## src/rtl/seg_disp_pkg.sv

```systemverilog
// Shared encodings and the leading-zero blank helper for the 7-segment scan controller.
package seg_disp_pkg;

  localparam int DIGITS = 8;
  localparam int WORD_W = DIGITS * 4;

  typedef enum logic [1:0] {
    SRC_CPU = 2'd0,
    SRC_KBD = 2'd1,
    SRC_CNT = 2'd2
  } src_e;

  typedef enum logic [1:0] {
    MODE_AUTO = 2'd0,
    MODE_CPU  = 2'd1,
    MODE_KBD  = 2'd2,
    MODE_CNT  = 2'd3
  } mode_e;

  // Digits from the top stay blanked while every nibble seen so far is zero; digit 0 always shows.
  function automatic logic [DIGITS-1:0] lz_blank_mask(input logic [WORD_W-1:0] word);
    logic zero_run;
    lz_blank_mask = '0;
    zero_run      = 1'b1;
    for (int i = DIGITS - 1; i > 0; i--) begin
      zero_run         = zero_run & (word[i*4 +: 4] == 4'd0);
      lz_blank_mask[i] = zero_run;
    end
  endfunction

endpackage

```

## src/rtl/sync_rise.sv

```systemverilog
// Two-flop synchronizer for a slow level from another clock domain, followed by a
// registered one-cycle pulse on its rising edge.
module sync_rise (
  input  logic led_clk,
  input  logic rst,
  input  logic din_i,
  output logic rise_o
);

  logic meta_q, sync_q, prev_q, rise_q;

  // NOTE: sequential state uses non-blocking assignments so every flop samples pre-edge values.
  always_ff @(posedge led_clk) begin
    if (rst) begin
      meta_q <= 1'b0;
      sync_q <= 1'b0;
      prev_q <= 1'b0;
      rise_q <= 1'b0;
    end else begin
      meta_q <= din_i;
      sync_q <= meta_q;
      prev_q <= sync_q;
      rise_q <= sync_q & ~prev_q;
    end
  end

  assign rise_o = rise_q;

endmodule

```

## src/rtl/seg_display_scheduler.sv

```systemverilog
// Scan controller and source arbiter for the 8-digit 7-segment display: one tear-free
// source snapshot per frame, PWM-dimmed anode scan and leading-zero blanking.
module seg_display_scheduler
  import seg_disp_pkg::*;
#(
  parameter int HOLD_FRAMES = 64,
  parameter int PHASES      = 8
) (
  input  logic              led_clk,
  input  logic              rst,
  input  logic [WORD_W-1:0] cpu_data,
  input  logic [WORD_W-1:0] kbd_data,
  input  logic [WORD_W-1:0] cnt_data,
  input  logic              kbd_req,
  input  logic [1:0]        mode_sel,
  input  logic [2:0]        brightness,
  input  logic              blank_lz,
  output logic [DIGITS-1:0] AN,
  output logic [3:0]        digit,
  output logic              frame_start,
  output logic [1:0]        active_src
);

  localparam int            PW         = $clog2(PHASES);
  localparam logic [PW-1:0] PHASE_LAST = PW'(PHASES - 1);
  localparam logic [2:0]    IDX_LAST   = 3'(DIGITS - 1);
  localparam logic [7:0]    HOLD_INIT  = 8'(HOLD_FRAMES);

  logic [2:0]        idx_q, idx_d;
  logic [PW-1:0]     phase_q, phase_d;
  logic [WORD_W-1:0] snapshot_q, snapshot_d;
  logic [2:0]        bright_q, bright_d;
  logic              blank_en_q, blank_en_d;
  logic [7:0]        hold_q, hold_d;
  src_e              src_q, src_d;
  logic [DIGITS-1:0] an_q, an_d;
  logic [3:0]        digit_q, digit_d;
  logic              fs_q, fs_d;

  src_e              sel_src;
  logic              kbd_rise;
  logic              frame_end;
  logic [7:0]        hold_arm;
  logic [DIGITS-1:0] blank_mask;
  logic              lit;

  sync_rise u_kbd_sync (
    .led_clk (led_clk),
    .rst     (rst),
    .din_i   (kbd_req),
    .rise_o  (kbd_rise)
  );

  assign frame_end = (idx_q == IDX_LAST) && (phase_q == PHASE_LAST);
  // A fresh keyboard edge re-arms the hold before this cycle's frame load can see it.
  assign hold_arm  = kbd_rise ? HOLD_INIT : hold_q;

  always_comb begin
    sel_src = SRC_CPU;
    unique case (mode_e'(mode_sel))
      MODE_CPU: sel_src = SRC_CPU;
      MODE_KBD: sel_src = SRC_KBD;
      MODE_CNT: sel_src = SRC_CNT;
      default:  sel_src = (hold_arm != 8'd0) ? SRC_KBD : SRC_CPU;
    endcase
  end

  always_comb begin
    // NOTE: every signal written here gets its default first, so no path can infer a latch.
    idx_d      = idx_q;
    phase_d    = phase_q + PW'(1);
    snapshot_d = snapshot_q;
    bright_d   = bright_q;
    blank_en_d = blank_en_q;
    src_d      = src_q;
    hold_d     = hold_arm;

    if (phase_q == PHASE_LAST) idx_d = idx_q + 3'd1;

    if (frame_end) begin
      src_d = sel_src;
      unique case (sel_src)
        SRC_KBD: snapshot_d = kbd_data;
        SRC_CNT: snapshot_d = cnt_data;
        default: snapshot_d = cpu_data;
      endcase
      bright_d   = brightness;
      blank_en_d = blank_lz;
      hold_d     = (hold_arm != 8'd0) ? hold_arm - 8'd1 : 8'd0;
    end

    // Outputs are derived from next state so the registered values match idx/phase after the edge.
    digit_d    = snapshot_d[{idx_d, 2'b00} +: 4];
    blank_mask = blank_en_d ? lz_blank_mask(snapshot_d) : '0;
    lit        = (int'(phase_d) <= int'(bright_d)) && !blank_mask[idx_d];
    an_d       = lit ? ~(DIGITS'(1) << idx_d) : '1;
    fs_d       = frame_end;
  end

  always_ff @(posedge led_clk) begin
    if (rst) begin
      idx_q      <= IDX_LAST;
      phase_q    <= PHASE_LAST;
      snapshot_q <= '0;
      bright_q   <= '0;
      blank_en_q <= 1'b0;
      hold_q     <= '0;
      src_q      <= SRC_CPU;
      an_q       <= '1;
      digit_q    <= '0;
      fs_q       <= 1'b0;
    end else begin
      idx_q      <= idx_d;
      phase_q    <= phase_d;
      snapshot_q <= snapshot_d;
      bright_q   <= bright_d;
      blank_en_q <= blank_en_d;
      hold_q     <= hold_d;
      src_q      <= src_d;
      an_q       <= an_d;
      digit_q    <= digit_d;
      fs_q       <= fs_d;
    end
  end

  assign AN          = an_q;
  assign digit       = digit_q;
  assign frame_start = fs_q;
  assign active_src  = src_q;

endmodule

```

## config.mk

```make
export PLATFORM = sky130hd
export DESIGN_NAME = seg_display_scheduler
export DESIGN_NICKNAME = d
export VERILOG_FILES = /design/src/rtl/seg_disp_pkg.sv /design/src/rtl/sync_rise.sv /design/src/rtl/seg_display_scheduler.sv
export SDC_FILE = /design/constraint.sdc
export NUM_CORES = 1
export LEC_CHECK = 0
export ABC_AREA = 1
export CAP_MARGIN = 5
export CORE_ASPECT_RATIO = 1.2
export CORE_UTILIZATION = 35
export CTS_BUF_LIST = sky130_fd_sc_hd__clkbuf_8
export CTS_CLUSTER_SIZE = 16
export DETAILED_ROUTE_END_ITERATION = 6
export HOLD_SLACK_MARGIN = 0.03
export PLACE_DENSITY = 0.65
export SYNTH_ARGS = -nofsm -noshare
export SYNTH_HDL_FRONTEND = slang
export SYNTH_HIERARCHICAL = 1
export SYNTH_SLANG_ARGS = --single-unit
```

## constraint.sdc

```tcl
create_clock -name led_clk -period 7.9 [get_ports led_clk]
set_input_delay 1.58 -clock led_clk [delete_from_list [all_inputs] [get_ports led_clk]]
set_output_delay 1.58 -clock led_clk [all_outputs]
set_load 0.02 [all_outputs]
```

==> metrics <==
outcome=completed; sequential area share after synthesis=36.1%; VDD IR max=0.108 mV; worst clock skew=0.0122 ns; critical path type=in -> reg; Synth area leader=dfxtp_1; Leakage=2.33 nW; die footprint=0.0114 mm^2; Fin Setup TNS=0 ns; final instance area=0.00527 mm^2; Clock Sinks=69; cell mode on critical path=nand2_1; CTS Hold Buffers Added=0; pre-CTS setup slack=3.52 ns; ys flop type=dfxtp_1; core area=0.0106 mm^2; combinational power share=48.1%; DRT antenna net count=0; FP Rows=41; grt ovf=0; # DRC=0; critical path's largest stage delay=0.83 ns; Critical Path AT=4.22 ns; Clk pwr share=22.1%; fmax=249 MHz; Post-CTS Setup Bufs=0; Worst setup SP type=input port; cell area power density=280 mW/mm^2; NetSw=0.596 mW; Synth Instances=542; # nets final=764; most numerous cell in the Yosys netlist=nand2_1; I/O pin count=120; share of cells above drive strength 1=13.4%; FFs w/ async S/R, synth=0%; starting density of the core=36.2%; top cells by count, synth=nand2_1, nor2_1, dfxtp_1; Slew @ Worst Pin=1.00 ns; Final Hold Fails=0; fin crit share=50.9%; Longest Clk Path Bufs=2; synthesis-to-finish area growth=37.8%; Seq pwr share=29.8%; Internal=0.879 mW; Synth top area share=36.1%; overall routing resource usage=20.8%; EDFF count, synth=0; Final Max Tran Viols=0; initial DRC count=174; count of cell types in the netlist=43; Via Count=3826; die width=97.5 um; CP bufs+invs=3; first-pass GRT wire length=18600 um; CP max-delay cell=a21oi_4; Avg Vias per Cell=4.87; Max Cap Violations=0; Worst setup EP type=flip-flop; CTS root buffer=clkbuf_8; Synth area leaders=dfxtp_1, nand2_1, nor2_1, inv_1, or2_2; largest net degree at the start of global routing=62; H-tree levels=3; Rel. slew slack=33.1%; DP HPWL=8600 um; Area after DPL=0.00505 mm^2; CTS tree=done; cell area after synthesis=0.00383 mm^2; drt pass-1 iters=4; delay-heaviest family, CP=simple AND/OR/NAND/NOR gates; Clock Pin Slew Worst Setup and Hold Paths=0.07 ns; critical path fanouts, max=32; final hold slack=0.396 ns; total CTS buffers=9; Syn Area/Cell=7.06 um^2; Die Ht=117 um; Switching Share=40.4%; crit path time final=4.02 ns; GP Congestion=0.883; # fillers=1070; CP Data Required Time=8.10 ns; Setup Viol. Count Final=0; Mapped Nets=655; Hold Crit Class=reg -> reg; wire per inst=14.9 um; clock insertion delay at the later pin of the skew report=0.36 ns; # resized after CTS=0; crit-path cells=clkdlybuf4s50_1 > inv_1 > a21oi_4 > nand2_1 > nand3b_1 > nand2_1 > nand2_1 > nor2_1 > nand3_1 > nand2_1 > nand2_1 > inv_2 > nand2_4 > nand4_1; Synth Warn #=6; initial antenna violation count=0; port bufs=119; setup ws final=3.88 ns; via count of the first global-routing pass=3818; Final Util=49.9%; Antenna Cells=0; Seq cells post-synth=69; Post-Route WL=11700 um; unrepaired setup endpoints after global routing=no
==> cell type report <==
class | instances | area [um^2] | area share, %
clock buffers | 11 | 151 | 2.87
inverters | 42 | 160 | 3.04
multi-input cells | 408 | 2140 | 40.6
flip-flops and latches | 69 | 1380 | 26.2
repair buffers | 121 | 1210 | 22.9
clock inverters | 5 | 73.8 | 1.40
well taps | 129 | 161 | 3.06
==> path summary, 6_finish.rpt <==
check	start	to	slack, ns	depth (start not counted)
setup / recovery	mode_sel[0]	AN[5]$_SDFF_PP1_	3.88	14
hold / removal	u_kbd_sync/prev_q$_SDFF_PP0_	u_kbd_sync/rise_o$_SDFF_PP0_	0.40	1
setup reg to reg	u_kbd_sync/rise_o$_SDFF_PP0_	AN[5]$_SDFF_PP1_	4.74	18
hold reg to reg	u_kbd_sync/prev_q$_SDFF_PP0_	u_kbd_sync/rise_o$_SDFF_PP0_	0.40	1
==> sequential cells by signal, indices dropped and copies added, names as in the netlist <==
name               flops
phase_q                3
digit                  4
hold_q                 8
AN                     8
snapshot_q            32
bright_q               3
idx_q                  3
u_kbd_sync/rise_o      1
blank_en_q             1
frame_start            1
u_kbd_sync/meta_q      1
active_src             2
u_kbd_sync/prev_q      1
u_kbd_sync/sync_q      1
==> power by group through the flow <==
stage	clock network, mW	registers, mW	logic (mW)
floorplan	0	0.459	0.499
global placement	0	0.445	0.701
detailed placement	0	0.447	0.709
CTS	0.332	0.440	0.713
global route	0.346	0.445	0.791
finish	0.326	0.439	0.710
==> cell usage in the layout (no fill, tap or decap), types with 3 or more instances in the layout <==
cell type and count:
ha_1 8, nand3_1 22, o21ai_2 4, nor3_1 7
nand2_2 17, xor2_1 3, dfxtp_1 69, nand3b_1 5
nand2_1 154, or2_2 21, o31ai_1 3, clkbuf_8 11
nand4_1 16, o21ai_0 12, a21oi_1 13, clkdlybuf4s50_1 119
inv_2 4, nor2_1 70, inv_1 37, nor2_2 3
nand3_2 9, o22ai_1 7, o21ai_1 4, xnor2_1 4
a22oi_1 7
==> metrics by stage <==
stage / power (mW) / cells
after global routing: 1.58 / 785
after floorplan: 0.958 / 542
after detailed placement: 1.16 / 769
after CTS: 1.48 / 785
final: 1.48 / 785
after global placement: 1.15 / 769
==> kinds of logic (layout without fill, tap and decap cells) <==
| kind of cell | Yosys count | in the layout | synth area share (%) |
|---|---|---|---|
| buffers and inverters | 65 | 179 | 8.04 |
| multiplexers | 2 | 2 | 0.523 |
| XOR/XNOR | 7 | 7 | 1.60 |
| AND/OR/NAND/NOR | 330 | 330 | 40.2 |
| adder cells (fa/ha/maj) | 8 | 8 | 2.62 |
| flip-flops | 69 | 69 | 36.1 |
| AO/OA/AOI/OAI | 61 | 61 | 11.0 |
==> per-layer routing <==
metal  up-vias  track usage (%)  part of all wire (%)
li1       1961                -                     -
met1      1729             24.3                    44
met2       116             37.7                    48
met3        20             3.65                   5.2
met4         0             8.63                   2.2
met5         -                0                     0
==> worst reg2reg max path: cells and delay by family, from the launching register on <==
| kind | cells | cell delay (ns) |
|---|---|---|
| flops | 1 | 0.44 |
| fa+ha+maj | 1 | 0.21 |
| simple gates | 14 | 1.43 |
| buf+inv | 2 | 0.16 |
| compound gates | 1 | 0.77 |
Power figures use the tool's default switching activity.
